$ cat config.mk
export PLATFORM = sky130hd
export DESIGN_NAME = bram_port_arbiter
export DESIGN_NICKNAME = d
export VERILOG_FILES = /design/src/rtl/bram_arb_pkg.sv /design/src/rtl/rr_arbiter3.sv /design/src/rtl/bram_port_arbiter.sv
export SDC_FILE = /design/constraint.sdc
export NUM_CORES = 1
export LEC_CHECK = 0
export ABC_AREA = 1
export ABC_CLOCK_PERIOD_IN_PS = 1700
export CAP_MARGIN = 20
export CORE_MARGIN = 1.5
export CORE_UTILIZATION = 39
export DETAILED_ROUTE_END_ITERATION = 6
export GPL_TIMING_DRIVEN = 0
export PLACE_DENSITY = 0.81
export SETUP_SLACK_MARGIN = 0.5
export SLEW_MARGIN = 30
export SYNTH_ARGS = -nofsm -noshare
export SYNTH_HDL_FRONTEND = slang
export SYNTH_SLANG_ARGS = --single-unit
export TNS_END_PERCENT = 50
$ cat constraint.sdc
create_clock -name clk -period 1.7 [get_ports clk]
set_input_delay 0.255 -clock clk [delete_from_list [all_inputs] [get_ports clk]]
set_output_delay 0.255 -clock clk [all_outputs]
set_load 0.01 [all_outputs]
$ cat src/rtl/bram_arb_pkg.sv
// Shared definitions for the frame-BRAM port arbiter: requester IDs,
// read-return tag encoding and the address-width helper.
package bram_arb_pkg;

    localparam int REQ_LD = 0;
    localparam int REQ_CV = 1;
    localparam int REQ_HS = 2;

    typedef enum logic [1:0] {
        TAG_NONE = 2'd0,
        TAG_CV   = 2'd1,
        TAG_HS   = 2'd2
    } tag_e;

    // Number of bits needed to represent 'value' (clogb2(65535) = 16).
    function automatic int clogb2(input int value);
        int bits;
        bits = 0;
        for (int v = value; v > 0; v = v >> 1) begin
            bits++;
        end
        return bits;
    endfunction

endpackage

$ cat src/rtl/rr_arbiter3.sv
// Three-way round-robin grant with an exclude mask. The pointer remembers the
// last granted requester and only moves when a grant (a transfer) is issued.
module rr_arbiter3 (
    input  logic       clk,
    input  logic       reset,
    input  logic [2:0] i_req,
    input  logic [2:0] i_excl,
    output logic [2:0] o_gnt
);

    logic [1:0] r_last;
    logic [2:0] w_mask;

    assign w_mask = i_req & ~i_excl;

    always_comb begin
        o_gnt = 3'b000;
        case (r_last)
            2'd0: begin
                if      (w_mask[1]) o_gnt = 3'b010;
                else if (w_mask[2]) o_gnt = 3'b100;
                else if (w_mask[0]) o_gnt = 3'b001;
            end
            2'd1: begin
                if      (w_mask[2]) o_gnt = 3'b100;
                else if (w_mask[0]) o_gnt = 3'b001;
                else if (w_mask[1]) o_gnt = 3'b010;
            end
            default: begin
                if      (w_mask[0]) o_gnt = 3'b001;
                else if (w_mask[1]) o_gnt = 3'b010;
                else if (w_mask[2]) o_gnt = 3'b100;
            end
        endcase
    end

    // Reset to requester 2 so the loader (0) wins the first search.
    always_ff @(posedge clk or negedge reset) begin
        if (!reset) begin
            r_last <= 2'd2;
        end else if (|o_gnt) begin
            r_last <= o_gnt[0] ? 2'd0 : (o_gnt[1] ? 2'd1 : 2'd2);
        end
    end

endmodule

$ cat src/rtl/bram_port_arbiter.sv
// Shares one single-port no-change frame BRAM between the loader (write), the
// conv window reader and the host readout, returning read data by tag.
module bram_port_arbiter
    import bram_arb_pkg::*;
#(
    parameter int RAM_WIDTH  = 8,
    parameter int RAM_DEPTH  = 65536,
    parameter int RD_LATENCY = 1,
    parameter int LOCK_MAX   = 3,
    localparam int ADDR_W    = clogb2(RAM_DEPTH - 1)
) (
    input  logic                 clk,
    input  logic                 reset,
    input  logic                 i_ld_valid,
    output logic                 o_ld_ready,
    input  logic [ADDR_W-1:0]    i_ld_addr,
    input  logic [RAM_WIDTH-1:0] i_ld_data,
    input  logic                 i_cv_valid,
    output logic                 o_cv_ready,
    input  logic [ADDR_W-1:0]    i_cv_addr,
    input  logic                 i_cv_lock,
    output logic                 o_cv_rvalid,
    output logic [RAM_WIDTH-1:0] o_cv_rdata,
    input  logic                 i_hs_valid,
    output logic                 o_hs_ready,
    input  logic [ADDR_W-1:0]    i_hs_addr,
    output logic                 o_hs_rvalid,
    output logic [RAM_WIDTH-1:0] o_hs_rdata,
    output logic                 o_ram_ena,
    output logic                 o_ram_wea,
    output logic [ADDR_W-1:0]    o_ram_addr,
    output logic [RAM_WIDTH-1:0] o_ram_din,
    output logic                 o_ram_regcea,
    input  logic [RAM_WIDTH-1:0] i_ram_douta,
    output logic                 o_busy
);

    localparam int CNT_W = clogb2(LOCK_MAX);
    localparam logic [CNT_W-1:0] LOCK_LAST = CNT_W'(LOCK_MAX);

    logic [2:0]           w_req;
    logic [2:0]           w_excl;
    logic [2:0]           w_gnt;
    logic [CNT_W-1:0]     w_cnt_next;
    logic                 w_pipe_busy;

    logic                 r_locked;
    logic [CNT_W-1:0]     r_lock_cnt;
    logic                 r_cv_excl;
    logic                 r_ena;
    logic                 r_wea;
    logic [ADDR_W-1:0]    r_addr;
    logic [RAM_WIDTH-1:0] r_din;
    tag_e                 r_cmd_tag;
    tag_e                 r_tag_pipe [0:RD_LATENCY-1];
    logic                 r_cv_rvalid;
    logic                 r_hs_rvalid;

    assign w_req = {i_hs_valid, i_cv_valid, i_ld_valid};

    // While locked only cv may win; right after a forced release cv sits out
    // one arbitration, but only if someone else is actually waiting.
    always_comb begin
        w_excl = 3'b000;
        if (r_locked) begin
            w_excl[REQ_LD] = 1'b1;
            w_excl[REQ_HS] = 1'b1;
        end else if (r_cv_excl && (i_ld_valid || i_hs_valid)) begin
            w_excl[REQ_CV] = 1'b1;
        end
    end

    rr_arbiter3 u_rr (
        .clk    (clk),
        .reset  (reset),
        .i_req  (w_req),
        .i_excl (w_excl),
        .o_gnt  (w_gnt)
    );

    assign o_ld_ready = w_gnt[REQ_LD];
    assign o_cv_ready = w_gnt[REQ_CV];
    assign o_hs_ready = w_gnt[REQ_HS];

    assign w_cnt_next = r_locked ? (r_lock_cnt + CNT_W'(1)) : CNT_W'(1);

    always_ff @(posedge clk or negedge reset) begin
        if (!reset) begin
            r_locked   <= 1'b0;
            r_lock_cnt <= '0;
            r_cv_excl  <= 1'b0;
        end else begin
            r_cv_excl <= 1'b0;
            if (w_gnt[REQ_CV] && i_cv_lock) begin
                if (w_cnt_next == LOCK_LAST) begin
                    r_locked   <= 1'b0;
                    r_lock_cnt <= '0;
                    r_cv_excl  <= 1'b1;
                end else begin
                    r_locked   <= 1'b1;
                    r_lock_cnt <= w_cnt_next;
                end
            end else if (r_locked && !i_cv_lock) begin
                r_locked   <= 1'b0;
                r_lock_cnt <= '0;
            end
        end
    end

    // Address and write data hold between transfers; din only follows loads.
    always_ff @(posedge clk or negedge reset) begin
        if (!reset) begin
            r_ena     <= 1'b0;
            r_wea     <= 1'b0;
            r_addr    <= '0;
            r_din     <= '0;
            r_cmd_tag <= TAG_NONE;
        end else begin
            r_ena     <= |w_gnt;
            r_wea     <= w_gnt[REQ_LD];
            r_cmd_tag <= w_gnt[REQ_CV] ? TAG_CV : (w_gnt[REQ_HS] ? TAG_HS : TAG_NONE);
            if (w_gnt[REQ_LD]) begin
                r_addr <= i_ld_addr;
                r_din  <= i_ld_data;
            end else if (w_gnt[REQ_CV]) begin
                r_addr <= i_cv_addr;
            end else if (w_gnt[REQ_HS]) begin
                r_addr <= i_hs_addr;
            end
        end
    end

    // Tag leaves the last stage together with the RAM data; RD_LATENCY is 1 or 2.
    always_ff @(posedge clk or negedge reset) begin
        if (!reset) begin
            for (int i = 0; i < RD_LATENCY; i++) begin
                r_tag_pipe[i] <= TAG_NONE;
            end
            r_cv_rvalid <= 1'b0;
            r_hs_rvalid <= 1'b0;
        end else begin
            r_tag_pipe[0] <= r_cmd_tag;
            for (int i = 1; i < RD_LATENCY; i++) begin
                r_tag_pipe[i] <= r_tag_pipe[i-1];
            end
            r_cv_rvalid <= (r_tag_pipe[RD_LATENCY-1] == TAG_CV);
            r_hs_rvalid <= (r_tag_pipe[RD_LATENCY-1] == TAG_HS);
        end
    end

    always_comb begin
        w_pipe_busy = 1'b0;
        for (int i = 0; i < RD_LATENCY; i++) begin
            w_pipe_busy = w_pipe_busy | (r_tag_pipe[i] != TAG_NONE);
        end
    end

    assign o_ram_ena    = r_ena;
    assign o_ram_wea    = r_wea;
    assign o_ram_addr   = r_addr;
    assign o_ram_din    = r_din;
    assign o_ram_regcea = reset;
    assign o_cv_rvalid  = r_cv_rvalid;
    assign o_hs_rvalid  = r_hs_rvalid;
    assign o_cv_rdata   = i_ram_douta;
    assign o_hs_rdata   = i_ram_douta;
    assign o_busy       = r_ena | w_pipe_busy;

endmodule

Word-level counts from Yosys, hierarchy flattened
Cells that the tools add are included.
{ "word_totals": {"ff_bits": 38} }
{ "op_classes": {"reduce_logical": 10, "n_bitwise": 3, "eq_ne": 4, "muxes": 29, "n_addsub": 1} }
{ "op_table": {"columns": ["operator", "n"], "rows": [
  ["$mux W16", 3],
  ["$mux W3", 7],
  ["$mux W2", 9],
  ["$mux W1", 9],
  ["$pmux W3 S2", 1],
  ["$eq A2 B1 Y1 const B", 2],
  ["$eq A2 B2 Y1 const B", 2],
  ["$reduce_bool A2 Y1", 2],
  ["$and A3 B3 Y3", 1],
  ["$logic_and A1 B1 Y1", 3],
  ["$not A3 Y3", 1],
  ["$reduce_bool A3 Y1", 1],
  ["$reduce_or A3 Y1", 1],
  ["$add A2 B1 Y2 const B", 1],
  ["$logic_not A2 Y1", 1],
  ["$logic_not A1 Y1", 1],
  ["$logic_or A1 B1 Y1", 1],
  ["$or A1 B1 Y1", 1]
]} }

Depth between registers and ports, before layout
{ "depth": {"depth_word": 13, "depth_mapped": 11, "mapped_depth_nobuf": 9} }

Cells and area by module
Synthesis repeated with hierarchy kept, for this count alone.
{ "hier_totals": {"cells_unflattened": 258, "hier_area_um2": 2049.5} }
{ "by_module_without_submodules": {"columns": ["mod", "area_per_inst_um2", "cells_per_inst", "instances", "seq_area_each_um2"], "rows": [
  ["bram_port_arbiter", 1851.8, 228, 1, 900.9],
  ["rr_arbiter3", 197.7, 30, 1, 51.3]
]} }

Worst setup path after synthesis
OpenSTA, ideal clock, no wires.
{ "synth_path": {"path_type": "reg2out", "from": "reg u_rr.r_last[1]", "to": "out o_hs_ready", "n_path_buf": 1, "t_arrival_ns": 1.331, "path_stages_with_launch": 8, "path_slack_ns": 0.114, "cell_sequence": "dfstp_2 > inv_1 > nand3_2 > nand2_2 > a21oi_4 > or2_2 > buf_2 > inv_1"} }
{ "synth_between": {"elab_chain_cells": 2} }
{ "synth_rtl": {"columns": ["item", "line", "rtl"], "rows": [
  ["start, declared", "rr_arbiter3.sv:11", "logic [1:0] r_last;"],
  ["start signal, assigned", "rr_arbiter3.sv:42", "r_last <= o_gnt[0] ? 2'd0 : (o_gnt[1] ? 2'd1 : 2'd2);"],
  ["$eq A2 B1 Y1 or $logic_not A2 Y1 (tied branches)", "rr_arbiter3.sv:18", "case (r_last)"],
  ["$pmux W3 S2 (*)", "rr_arbiter3.sv:18", null],
  ["end, declared", "bram_port_arbiter.sv:25", "output logic o_hs_ready,"]
]} }
Mark *: on every way between the ends. The rest lies on a longest branch, timed or not.

Worst setup path in the final report
Same ends and word-level chain as after synthesis.

==> impl_metrics.yaml <==
worst_setup_path:
  cp_top_family: "flip-flops"
  start_kind: "flip-flop"
  critical_path.max_stage_delay_ns: 0.56
  worstSetupPathType: "reg -> out"
  path_cells: "inv_2 -> nand3_4 -> nand2_4 -> a21oi_4 -> or2_4 -> buf_8 -> clkinv_4 -> buf_6"
  arrival_ns: 1.67
  worst-path-buf-inv: 4
  cp.required_ns: 1.44
  critical_path.slowest_cell: "dfstp_2"
  crit_fanout: 4
  endpoint_kind: "output port"
placed_design:
  place_area_um2: 3330
  place_inst: 440
  gp_congestion: 0.731
  dp_hpwl_mm: 4.38
  place_ws_ns: -0.767
  portBuffers: 110
cells_and_area:
  layout.nets: 476
  fin_cells: 477
  final_cell_area_um2: 3970
  syn_to_final_growth_pct: 87.9
  drive_gt1_frac: 0.408
  multi_input_area_um2: 1120
  n_fill_cell: 362
  antenna_cells: 0
  ff_latch_area_um2: 953
  postLayoutCoreUtil: 0.768
synth:
  yosysWarnings: 0
  synth_top_area_frac: 0.438
  seq_area_frac_synth: 0.450
  synth.cell_area_um2: 2110
  synthCells: 259
  ys_types: 24
  syn-num-nets: 329
  yosys-top-cells-area: "dfrtp_1 (44%), nand3_1 (16%), nand2_1 (9.6%)"
  syn_area_per_cell_um2: 8.16
  ys_ff_latch: 38
  yosys.area.top_type: "dfrtp_1"
sta:
  maxSlewViolCount: 0
  max_freq_mhz: 520
  slew_headroom: 0.548
  rsz0062_at_grt: "true"
  finalCritPeriodShare: 1.13
  hold_viol_final: 0
  tightest_slew_ns: 0.678
  whs_ns: 0.130
  layout_setup_ws_ns: -0.222
  fin_skew_ns: 0.00640
  min_period_ns: 1.92
  setup_viol: 13
  tns_ns: -0.542
drt:
  routed_wl_mm: 7.37
  dr.pass1.iters: 4
  vias: 2408
  ant_nets: 0
  drcViolationCount: 0
  avgRoutedWirePerCell_um: 15.5
  avgViaCountPerCell: 5.05
  drt_iter0_markers: 121
clocking:
  cts_made_buffers: 5
  cts_tree: "yes"
  cts_root_buf: "clkbuf_8"
  clkTransAtPathRegs_ns: 0.08
  cts_num_sinks: 38
  clock_path_buffers: 2
  clk_latency_ns: 0.30
  htreeDepth: 2
run:
  maxCapViolations: 0
worst_hold_path:
  min_path_type: "in -> async"
floorplan:
  core_um2: 5170
  die_h_um: 76.6
  start_util: 0.409
  dieArea_um2: 5870
  pin_count: 119
  num_rows: 26
  die_w_um: 76.6
power_and_ir_drop:
  ir_worst_vdd_mv: 0.737
  powerDensity_nw_per_um2: 1450
  leakage_nw: 1.90
  power_mw: 5.77
run_status:
  violations: "negative setup slack"
  outcome: "finished with violations"
global_routing:
  grt-ovfl-total: 0
  grt_pass1_vias: 2281
  grt_pass1_wl_mm: 10.3
  grt_max_degree: 27
  grtUsageTotal: 0.221
  antenna_found_initial: 0
-- cell type report --
cell class	count	share of cell area
multi-input cells	175	0.281
flip-flops and latches	38	0.240
clock buffers	6	0.0208
plain buffers	29	0.0661
well taps	70	0.0220
repair buffers	140	0.346
clock inverters	2	0.00315
inverters	17	0.0211
-- cells by family (layout without fill, tap and decap cells) --
group / count (synthesis) / count (layout) / share of synthesized area
buf+inv: 46 / 194 / 0.130
simple gates: 167 / 167 / 0.393
flops: 38 / 38 / 0.450
compound gates: 8 / 8 / 0.0266
-- worst paths after layout --
path                                 from        endpoint  slack (ns)  depth (start not counted)
hold reg to reg              r_cmd_tag[1]   r_tag_pipe[1]        0.36                          0
max in group asynchronous           reset  u_rr.r_last[1]        0.92                          3
setup reg to reg           u_rr.r_last[1]   o_ram_addr[3]       -0.03                         10
min in group clk             r_cmd_tag[1]   r_tag_pipe[1]        0.36                          0
setup / recovery           u_rr.r_last[1]      o_hs_ready       -0.22                          8
hold / removal                      reset  o_ram_addr[10]        0.13                          2
-- report_power, final --
| group | total [mW] | switching [mW] | internal (mW) | leakage, nW |
|---|---|---|---|---|
| Clock | 0.670 | 0.344 | 0.326 | 0.0472 |
| Sequential | 1.58 | 0.255 | 1.32 | 0.467 |
| Combinational | 3.52 | 1.79 | 1.73 | 1.39 |
| Total | 5.77 | 2.39 | 3.38 | 1.90 |
-- registers in the layout, summed over array words and instances, names as in the netlist --
| register | cells |
|---|---|
| r_cmd_tag | 2 |
| o_cv_rvalid | 1 |
| o_hs_rvalid | 1 |
| o_ram_addr | 16 |
| o_ram_din | 8 |
| r_cv_excl | 1 |
| r_lock_cnt | 2 |
| r_locked | 1 |
| o_ram_ena | 1 |
| u_rr.r_last | 2 |
| o_ram_wea | 1 |
| r_tag_pipe | 2 |
-- worst register-to-register path: cells and delay by family (launching register included) --
family,cells,cell delay [ns]
AO/OA/AOI/OAI,1,0.06
buffers and inverters,5,0.59
flip-flops,1,0.56
AND/OR/NAND/NOR,4,0.41
-- what timing repair did --
item / 4_1_cts / 5_1_grt
gates cloned: 1 / 2
hold endpoints to repair: 37 / 0
setup buffers: 15 / 10
setup endpoints to repair: 67 / 54
gates resized for setup: 122 / 63
hold buffers: 1 / 0
pin swaps: 19 / 6
-- layout by cell type, fill, tap and decap left out, drive strengths merged --
master	instances
clkdlybuf4s50	74
nand3	72
nand2	67
buf	60
dfrtp	37
clkbuf	21
or2	17
clkdlybuf4s15	16
inv	15
nor2	10
dlygate4sd2	3
clkinv	3
o21ai	3
a21oi	2
o22ai	2
nor3	1
a21boi	1
clkinvlp	1
dlymetal6s4s	1
dfstp	1
-- Yosys cell counts --
cell type  number
nand3_4         1
buf_1           1
o22ai_1         2
nor2_8          1
nand3_2         2
nor3_1          1
buf_12          1
o21ai_0         3
a21oi_1         1
nand2_2        13
dfstp_2         1
clkbuf_1        2
nor2_1          9
a21oi_4         1
inv_1          13
buf_2           5
nand3_1        69
buf_6           1
dfrtp_1        37
inv_2           4
nand2_1        54
a21boi_1        1
buf_4          19
or2_2          17
-- metal layers --
layer  vias up  track usage  share of wire
li1       1115            -              -
met1      1151        0.254           0.37
met2       123        0.398           0.53
met3        19       0.0575          0.069
met4         0       0.0722          0.027
met5         -            0              0
Note: power is estimated with default switching activity, not from simulation.
